`src/rtl/rf_writeback_queue_if.sv`:
```
// Writeback request channel into the register-file writeback queue.
// The master presents a destination/result pair; the slave signals space.
interface rf_writeback_queue_if #(
    parameter int AW = 5,
    parameter int DW = 32
);
    logic          wb_valid;
    logic          wb_ready;
    logic [AW-1:0] wb_addr;
    logic [DW-1:0] wb_data;

    modport master (
        output wb_valid,
        output wb_addr,
        output wb_data,
        input  wb_ready
    );

    modport slave (
        input  wb_valid,
        input  wb_addr,
        input  wb_data,
        output wb_ready
    );
endinterface

```
`src/rtl/rf_writeback_queue.sv`:
```
// In-order writeback queue draining one entry per cycle onto the register
// file write port, with youngest-entry forwarding for both read ports.
module rf_writeback_queue #(
    parameter int DEPTH = 4,
    parameter int AW    = 5,
    parameter int DW    = 32
) (
    input  logic                     clk,
    input  logic                     rst,
    rf_writeback_queue_if.slave      wb,
    input  logic                     rf_stall,
    output logic                     WE3,
    output logic [AW-1:0]            A3,
    output logic [DW-1:0]            WD3,
    input  logic [AW-1:0]            A1,
    input  logic [AW-1:0]            A2,
    output logic                     fwd1_hit,
    output logic [DW-1:0]            fwd1_data,
    output logic                     fwd2_hit,
    output logic [DW-1:0]            fwd2_data,
    output logic [$clog2(DEPTH):0]   pending
);
    localparam int PW = $clog2(DEPTH);
    localparam int CW = PW + 1;

    logic [AW-1:0] addr_q [DEPTH];
    logic [AW-1:0] addr_d [DEPTH];
    logic [DW-1:0] data_q [DEPTH];
    logic [DW-1:0] data_d [DEPTH];
    logic [PW-1:0] head_q, head_d;
    logic [PW-1:0] tail_q, tail_d;
    logic [CW-1:0] count_q, count_d;

    logic ready;
    logic accept;
    logic push;
    logic pop;
    logic nonempty;

    always_comb begin
        nonempty = (count_q != '0);
        ready    = !rst && (count_q < CW'(DEPTH));
        accept   = wb.wb_valid && ready;
        // x0 requests complete the handshake but never occupy a slot
        push     = accept && (wb.wb_addr != '0);
        pop      = nonempty && !rf_stall;

        head_d  = head_q + PW'(pop);
        tail_d  = tail_q + PW'(push);
        count_d = count_q + CW'(push) - CW'(pop);

        addr_d = addr_q;
        data_d = data_q;
        if (push) begin
            addr_d[tail_q] = wb.wb_addr;
            data_d[tail_q] = wb.wb_data;
        end
    end

    always_ff @(posedge clk or posedge rst) begin
        if (rst) begin
            head_q  <= '0;
            tail_q  <= '0;
            count_q <= '0;
        end else begin
            head_q  <= head_d;
            tail_q  <= tail_d;
            count_q <= count_d;
        end
    end

    // Entry storage needs no reset: only slots covered by count are observed.
    always_ff @(posedge clk) begin
        addr_q <= addr_d;
        data_q <= data_d;
    end

    always_comb begin
        wb.wb_ready = ready;
        WE3         = !rst && pop;
        A3          = '0;
        WD3         = '0;
        if (!rst && nonempty) begin
            A3  = addr_q[head_q];
            WD3 = data_q[head_q];
        end
        pending = rst ? '0 : count_q;
    end

    // Walk oldest to youngest so the last match wins.
    always_comb begin
        logic [PW-1:0] idx;
        idx       = '0;
        fwd1_hit  = 1'b0;
        fwd1_data = '0;
        fwd2_hit  = 1'b0;
        fwd2_data = '0;
        if (!rst) begin
            for (int unsigned i = 0; i < DEPTH; i++) begin
                idx = head_q + PW'(i);
                if (CW'(i) < count_q) begin
                    if ((A1 != '0) && (addr_q[idx] == A1)) begin
                        fwd1_hit  = 1'b1;
                        fwd1_data = data_q[idx];
                    end
                    if ((A2 != '0) && (addr_q[idx] == A2)) begin
                        fwd2_hit  = 1'b1;
                        fwd2_data = data_q[idx];
                    end
                end
            end
        end
    end

    a_count_bound : assert property (@(posedge clk) disable iff (rst)
        count_q <= CW'(DEPTH));

    a_no_push_when_full : assert property (@(posedge clk) disable iff (rst)
        (count_q == CW'(DEPTH)) |-> !push);

endmodule

```
`src/flat_wrapper.sv`:
```
// flat-port wrapper written by rule: the top's interface ports become plain ports
module rf_writeback_queue_flat 
#(
    parameter int DEPTH = 4,
    parameter int AW    = 5,
    parameter int DW    = 32
)
  (clk, rst, rf_stall, WE3, A3, WD3, A1, A2, fwd1_hit, fwd1_data, fwd2_hit, fwd2_data, pending, wb_wb_valid, wb_wb_addr, wb_wb_data, wb_wb_ready);
  rf_writeback_queue_if #(.AW(AW), .DW(DW)) wb_i ();
  input  logic clk;
  input  logic rst;
  input  logic rf_stall;
  output logic WE3;
  output logic [AW-1:0] A3;
  output logic [DW-1:0] WD3;
  input  logic [AW-1:0] A1;
  input  logic [AW-1:0] A2;
  output logic fwd1_hit;
  output logic [DW-1:0] fwd1_data;
  output logic fwd2_hit;
  output logic [DW-1:0] fwd2_data;
  output logic [$clog2(DEPTH):0] pending;
  input wire logic [$bits(wb_i.wb_valid)-1:0] wb_wb_valid;
  input wire logic [$bits(wb_i.wb_addr)-1:0] wb_wb_addr;
  input wire logic [$bits(wb_i.wb_data)-1:0] wb_wb_data;
  output wire logic [$bits(wb_i.wb_ready)-1:0] wb_wb_ready;
  assign wb_i.wb_valid = wb_wb_valid;
  assign wb_i.wb_addr = wb_wb_addr;
  assign wb_i.wb_data = wb_wb_data;
  assign wb_wb_ready = wb_i.wb_ready;
  rf_writeback_queue #(.DEPTH(DEPTH), .AW(AW), .DW(DW)) u_core (.clk(clk), .rst(rst), .wb(wb_i), .rf_stall(rf_stall), .WE3(WE3), .A3(A3), .WD3(WD3), .A1(A1), .A2(A2), .fwd1_hit(fwd1_hit), .fwd1_data(fwd1_data), .fwd2_hit(fwd2_hit), .fwd2_data(fwd2_data), .pending(pending));
endmodule
```
`config.mk`:
```
export PLATFORM = sky130hd
export DESIGN_NAME = rf_writeback_queue_flat
export DESIGN_NICKNAME = d
export VERILOG_FILES = /design/src/rtl/rf_writeback_queue_if.sv /design/src/rtl/rf_writeback_queue.sv /design/src/flat_wrapper.sv
export SDC_FILE = /design/constraint.sdc
export NUM_CORES = 1
export LEC_CHECK = 0
export ABC_AREA = 0
export CAP_MARGIN = 10
export CELL_PAD_IN_SITES_DETAIL_PLACEMENT = 1
export CELL_PAD_IN_SITES_GLOBAL_PLACEMENT = 2
export CORE_MARGIN = 3
export CORE_UTILIZATION = 41
export DETAILED_ROUTE_END_ITERATION = 8
export DONT_BUFFER_PORTS = 1
export GPL_TIMING_DRIVEN = 0
export PLACE_DENSITY = 0.79
export SETUP_SLACK_MARGIN = 0.4
export SLEW_MARGIN = 5
export SYNTH_ARGS = -nofsm -noshare
export SYNTH_HDL_FRONTEND = slang
export SYNTH_SLANG_ARGS = --single-unit
```
`constraint.sdc`:
```
create_clock -name clk -period 4.8 [get_ports clk]
set_clock_uncertainty 0.1 [all_clocks]
set_input_delay 0.96 -clock clk [delete_from_list [all_inputs] [get_ports clk]]
set_output_delay 0.96 -clock clk [all_outputs]
set_load 0.005 [all_outputs]
```
Word level (Yosys, flattened, before mapping) --
Index checks and enable logic that the tools add are counted.
Storage, ports and cells: bits in registers 155, output and inout bits 108
Operators by class: $add $sub $neg 7, reductions and logical operators 21, multiplexer cells 69, equality and inequality tests 8, bitwise gates (word level) 5, $lt $le $gt $ge 11
Operators by type and width (number):
- 2-to-1 mux 32 bit | 28
- binary-select mux 32 bit (select 2 bit) | 4
- bitwise mux 128 bit | 1
- demux 32 bit (select 2 bit) | 1
- 2-to-1 mux 5 bit | 10
- binary-select mux 5 bit (select 2 bit) | 4
- == test 5 bit | 8
- bitwise mux 20 bit | 1
- 2-to-1 mux 1 bit | 18
- greater-or-equal comparator 3 bit, second input constant | 5
- logical AND 1 bit | 15
- NOT 2 -> 3 bit | 5
- nonzero test 5 bit | 3
- demux 5 bit (select 2 bit) | 1
- less-than comparator 1 x 3 -> 1 bit, first input constant | 2
- less-than comparator 2 x 3 -> 1 bit, first input constant | 2
- adder 2 x 1 -> 2 bit | 2
- adder 2 bit, second input constant | 2
- adder 3 x 1 -> 3 bit | 1
- less-than comparator 3 x 1 -> 1 bit, second input constant | 1
- less-than comparator 3 bit, second input constant | 1
- 2-to-1 mux 3 bit | 1
- nonzero test 3 bit | 1
- subtractor 3 x 1 -> 3 bit | 1
- other kinds (2) | 3

Longest topological paths before layout --
depth in word-level cells 15, depth in mapped cells 12, gate-level depth less buffers 8

Least setup slack after synthesis --
Ideal clock, no wire load.
path kind in2reg, start point input rst, end point register u_core.addr_q[15] (netlist name), enable pin, arrival 4.421 ns, buffers on the path 1, stages on the path 5, slack -0.205 ns, cells stage by stage clkbuf_1 nor2_1 nand2_1 a21oi_1 nor3b_1
Between the ends: cells in the longest elaborated chain, start to end 4
Ends and longest elaborated chain:
- from (decl) | line flat_wrapper.sv:11 | input logic rst;
- logical NOT 1 bit | line rf_writeback_queue.sv:42 | ready = !rst && (count_q < CW'(DEPTH));
- logical AND 1 bit | line rf_writeback_queue.sv:42
- named net wb_wb_ready | line flat_wrapper.sv:26 | output wire logic [$bits(wb_i.wb_ready)-1:0] wb_wb_ready;
- logical AND 1 bit | line rf_writeback_queue.sv:43 | accept = wb.wb_valid && ready;
- logical AND 1 bit | line rf_writeback_queue.sv:45 | push = accept && (wb.wb_addr != '0);
- to (signal assigned) | line rf_writeback_queue.sv:74 | addr_q <= addr_d;
- to (decl) | line rf_writeback_queue.sv:26 | logic [AW-1:0] addr_q [DEPTH];
The timed path passes the listed nets, and every way through them passes these cells. A chain may end at the register's enable or synchronous reset.

Worst setup path in the final report --
start point register u_core.head_q[1], end point output fwd1_data[30]
Between the ends: cells in the longest elaborated chain, start to end 15, elaborated cells between the ends (all ways) 48
Ends and longest elaborated chain:
- from (decl) | line rf_writeback_queue.sv:30 | logic [PW-1:0] head_q, head_d;
- from (signal assigned) | line rf_writeback_queue.sv:62 | head_q <= '0;
- from (signal assigned) | line rf_writeback_queue.sv:66 | head_q <= head_d;
- branches (longest 13 deep; another with adder 2 x 1 -> 2 bit)
- 2-to-1 mux 32 bit * | line rf_writeback_queue.sv:101 | if (CW'(i) < count_q) begin
- 2-to-1 mux 32 bit * | line rf_writeback_queue.sv:98 | if (!rst) begin
- to (decl) | line flat_wrapper.sv:19 | output logic [DW-1:0] fwd1_data;
Every way passes the cells marked *. The select of a mux whose other input is x is not followed.

==> impl_metrics.ini <==
[place]
place_hpwl_um = 33800
dp_slack_ns = 0.166
dpl_cell_area_um2 = 12500
gp_congestion = 0.900
port_buffers = 0

[global_routing]
grt_max_degree = 21
track_usage_pct = 28.8
antenna_found_initial = 0
grt_pass1_vias = 10448
gr-total-overflow = 0
grt_pass1_wl_um = 67300

[clock_network]
htreeDepth = 4
hold_buffers = 0
clockRootBuffer = clkbuf_16
cts_tree = yes
path_clk_slew_ns = 0.07
clock_path_buffers = 2
numCtsBuffers = 17
insertion_delay_ns = 0.44
cts.sinks = 155

[finish]
fin_nets = 1324
diodes = 0
drive_gt1_share_pct = 26.1
final_area_um2 = 13700
final_core_util_pct = 48.6
syn_to_final_growth_pct = 15.0

[power_and_ir_drop]
pwr-share-seq_pct = 21.1
p_per_area_nw_per_um2 = 584
pwr-share-clk_pct = 16.9
max-vdd-ir-drop_uv = 322
p_leak_nw = 4.92
power.switching_w = 0.00396
p_int_w = 0.00407
switching_share_pct = 49.3
pwr-share-comb_pct = 62.0

[synthesis]
synth.area.mux_share_pct = 19.7
synth_cell_types = 51
synth_edf_count = 148
synth-xor-area-share_pct = 2.86
synth_compound_area_share_pct = 15.1
syn-num-nets = 1287
synth_most_common_cell = nand2_1
synth_fa_ha_area_share_pct = 0.797
synth_seq_cells = 155
syn-instance-count = 1229
synth_top_cell_by_area = edfxtp_1
yosys.area_share.simple_pct = 16.5
async_flop_share_pct = 4.52
yosys_warnings = 0
synth-seq-area-share_pct = 38.7
synthTopCellsByArea = edfxtp_1 37%, mux2i_1 10%, mux2_2 6.2%
ys_top_cells_by_count = 176 x nand2_1, 148 x edfxtp_1, 120 x mux2i_1
synthFlopType = edfxtp_1
syn_area_um2 = 11900
yosysTopAreaCellShare_pct = 37.2
avgSynthCellArea_um2 = 9.71
synth_top_family_by_area = multiplexers

[die]
initial_utilization_pct = 42.3
die-area_um2 = 31200
io_pins = 159
core_area_um2 = 28200
std_cell_rows = 61
die_h_um = 177
die_w_um = 177

[sta]
final_max_slew_viol_count = 0
rsz0062_at_grt = true
finalCritPeriodShare_pct = 91.3
setup_slack_ns = 0.416
fmax_mhz = 228
tightest_slew_ns = 0.952
fin_crit_ns = 4.38
hold_viol = 0
slew_headroom_pct = 36.5
setup_viol = 0

[hold_path]
hold_depth = 1
worstHoldPathType = reg -> reg

[run]
maxCapViolations = 0

[setup_path]
critPathCaptureType = primary output
path_class = reg -> out
cp_max_fo = 10
worstPathArrival_ns = 3.32
start_kind = flop
worstPathRequired_ns = 3.74
worstRegToRegCells = 5

[detailed_routing]
drt-initial-drc-count = 807
drt_pass1_iterations = 6
drcViolationCount = 0
via_count = 10301
ant_nets = 0
routedWlPerCell_um = 27.8
viasPerCell = 6.22
wirelength_um = 46000

[run_status]
status = finished clean
## metal layers
metal / share of wire [%] / up-vias / wire, um / GRT usage, %
li1: - / 4578 / - / -
met1: 43 / 5240 / 20000 / 38.8
met2: 47 / 411 / 21700 / 47.3
met3: 6.4 / 72 / 2940 / 5.28
met4: 3.0 / 0 / 1380 / 9.23
met5: 0 / - / 0 / 0
## metrics by stage
step	TNS (ns)	total power (W)	hold slack [ns]	instances
final	0	0.00802	0.493	1657
after global routing	0	0.00842	0.501	1657
after CTS	0	0.00778	0.457	1650
after detailed placement	0	0.00625	0.441	1612
after global placement	-79.72	0.00617	0.414	1607
after floorplan	0	0.00484	0.401	1229
## cells in the final DEF, fill, tap and decap left out, types with 4 or more instances in the layout
cell type	netlist	final
a21oi_1	86	74
a21oi_2	1	13
a41oi_2	29	29
and3_1	11	9
buf_1	14	4
buf_12	0	6
buf_2	27	7
buf_4	10	36
buf_6	13	17
buf_8	0	6
clkbuf_1	52	30
clkbuf_16	0	18
clkbuf_2	0	18
clkbuf_4	0	9
dfrtp_1	7	7
edfxtp_1	148	148
ha_1	6	6
inv_1	39	39
inv_6	0	5
mux2_2	66	66
mux2i_1	120	119
mux4_2	18	18
nand2_1	176	176
nand2b_1	16	16
nand3_1	26	24
nor2_1	93	90
nor2b_1	5	5
nor3_1	42	41
nor3_2	29	29
o21a_1	24	21
o21ai_0	65	43
o21ai_1	7	26
o311ai_1	31	14
o311ai_2	0	17
xnor2_1	12	10
xor2_1	27	27
## cells by family (layout without fill, tap and decap cells)
logic type,after synthesis,after routing
xor+xnor,39,39
compound gates,252,252
fa+ha+maj,7,7
buf+inv,156,206
flops,155,155
mux,204,204
simple gates,416,416
## critical path: stages (launching register included)
cell and delay, ns:
dfrtp_1 0.33, buf_4 0.21, buf_6 0.20, mux2i_1 0.24, mux2_2 0.23, xor2_1 0.18
nand2_1 0.13, nor4_4 0.56, clkbuf_4 0.37, nand3_1 0.10, a21oi_1 0.33
## flip-flops by register name, summed over array words and instances (netlist names)
signal	count
u_core.addr_q	20
u_core.count_q	3
u_core.data_q	128
u_core.head_q	2
u_core.tail_q	2
## path summary, 6_finish.rpt
kind | slack [ns] | startpoint | endpoint
setup / recovery | 0.42 | u_core.head_q[1]$_DFF_PP0_ | fwd1_data[30]
hold reg to reg | 0.49 | u_core.tail_q[1]$_DFF_PP0_ | u_core.tail_q[1]$_DFF_PP0_
hold / removal | 0.49 | u_core.tail_q[1]$_DFF_PP0_ | u_core.tail_q[1]$_DFF_PP0_
max in group asynchronous | 3.35 | rst | u_core.count_q[2]$_DFF_PP0_
setup reg to reg | 1.96 | u_core.count_q[2]$_DFF_PP0_ | u_core.data_q[110]$_DFFE_PP_
min in group asynchronous | 0.83 | rst | u_core.tail_q[0]$_DFF_PP0_
## layout make-up
cell class	instances	area [um^2]
clock inverter	14	138
buffer	116	807
sequential	155	4620
tap	378	473
multi-input combinational	918	6900
fill	3183	14500
inverter	40	150
timing repair buffer	18	218
clock buffer	18	429
## power groups by stage
stage               Clock, W  Sequential (W)  Combinational [W]
floorplan                  0         0.00170            0.00315
global placement           0         0.00172            0.00445
detailed placement         0         0.00172            0.00453
CTS                  0.00137         0.00169            0.00472
global route         0.00143         0.00171            0.00529
finish               0.00136         0.00169            0.00497
## repair_timing
| item | 4_1_cts | 5_1_grt |
|---|---|---|
| pin swaps | 6 | 12 |
| buffers inserted | 6 | 6 |
| gates resized for setup | 92 | 85 |
| cloned | 0 | 1 |
| setup endpoints to repair | 66 | 66 |
Power figures use the tool's default switching activity.
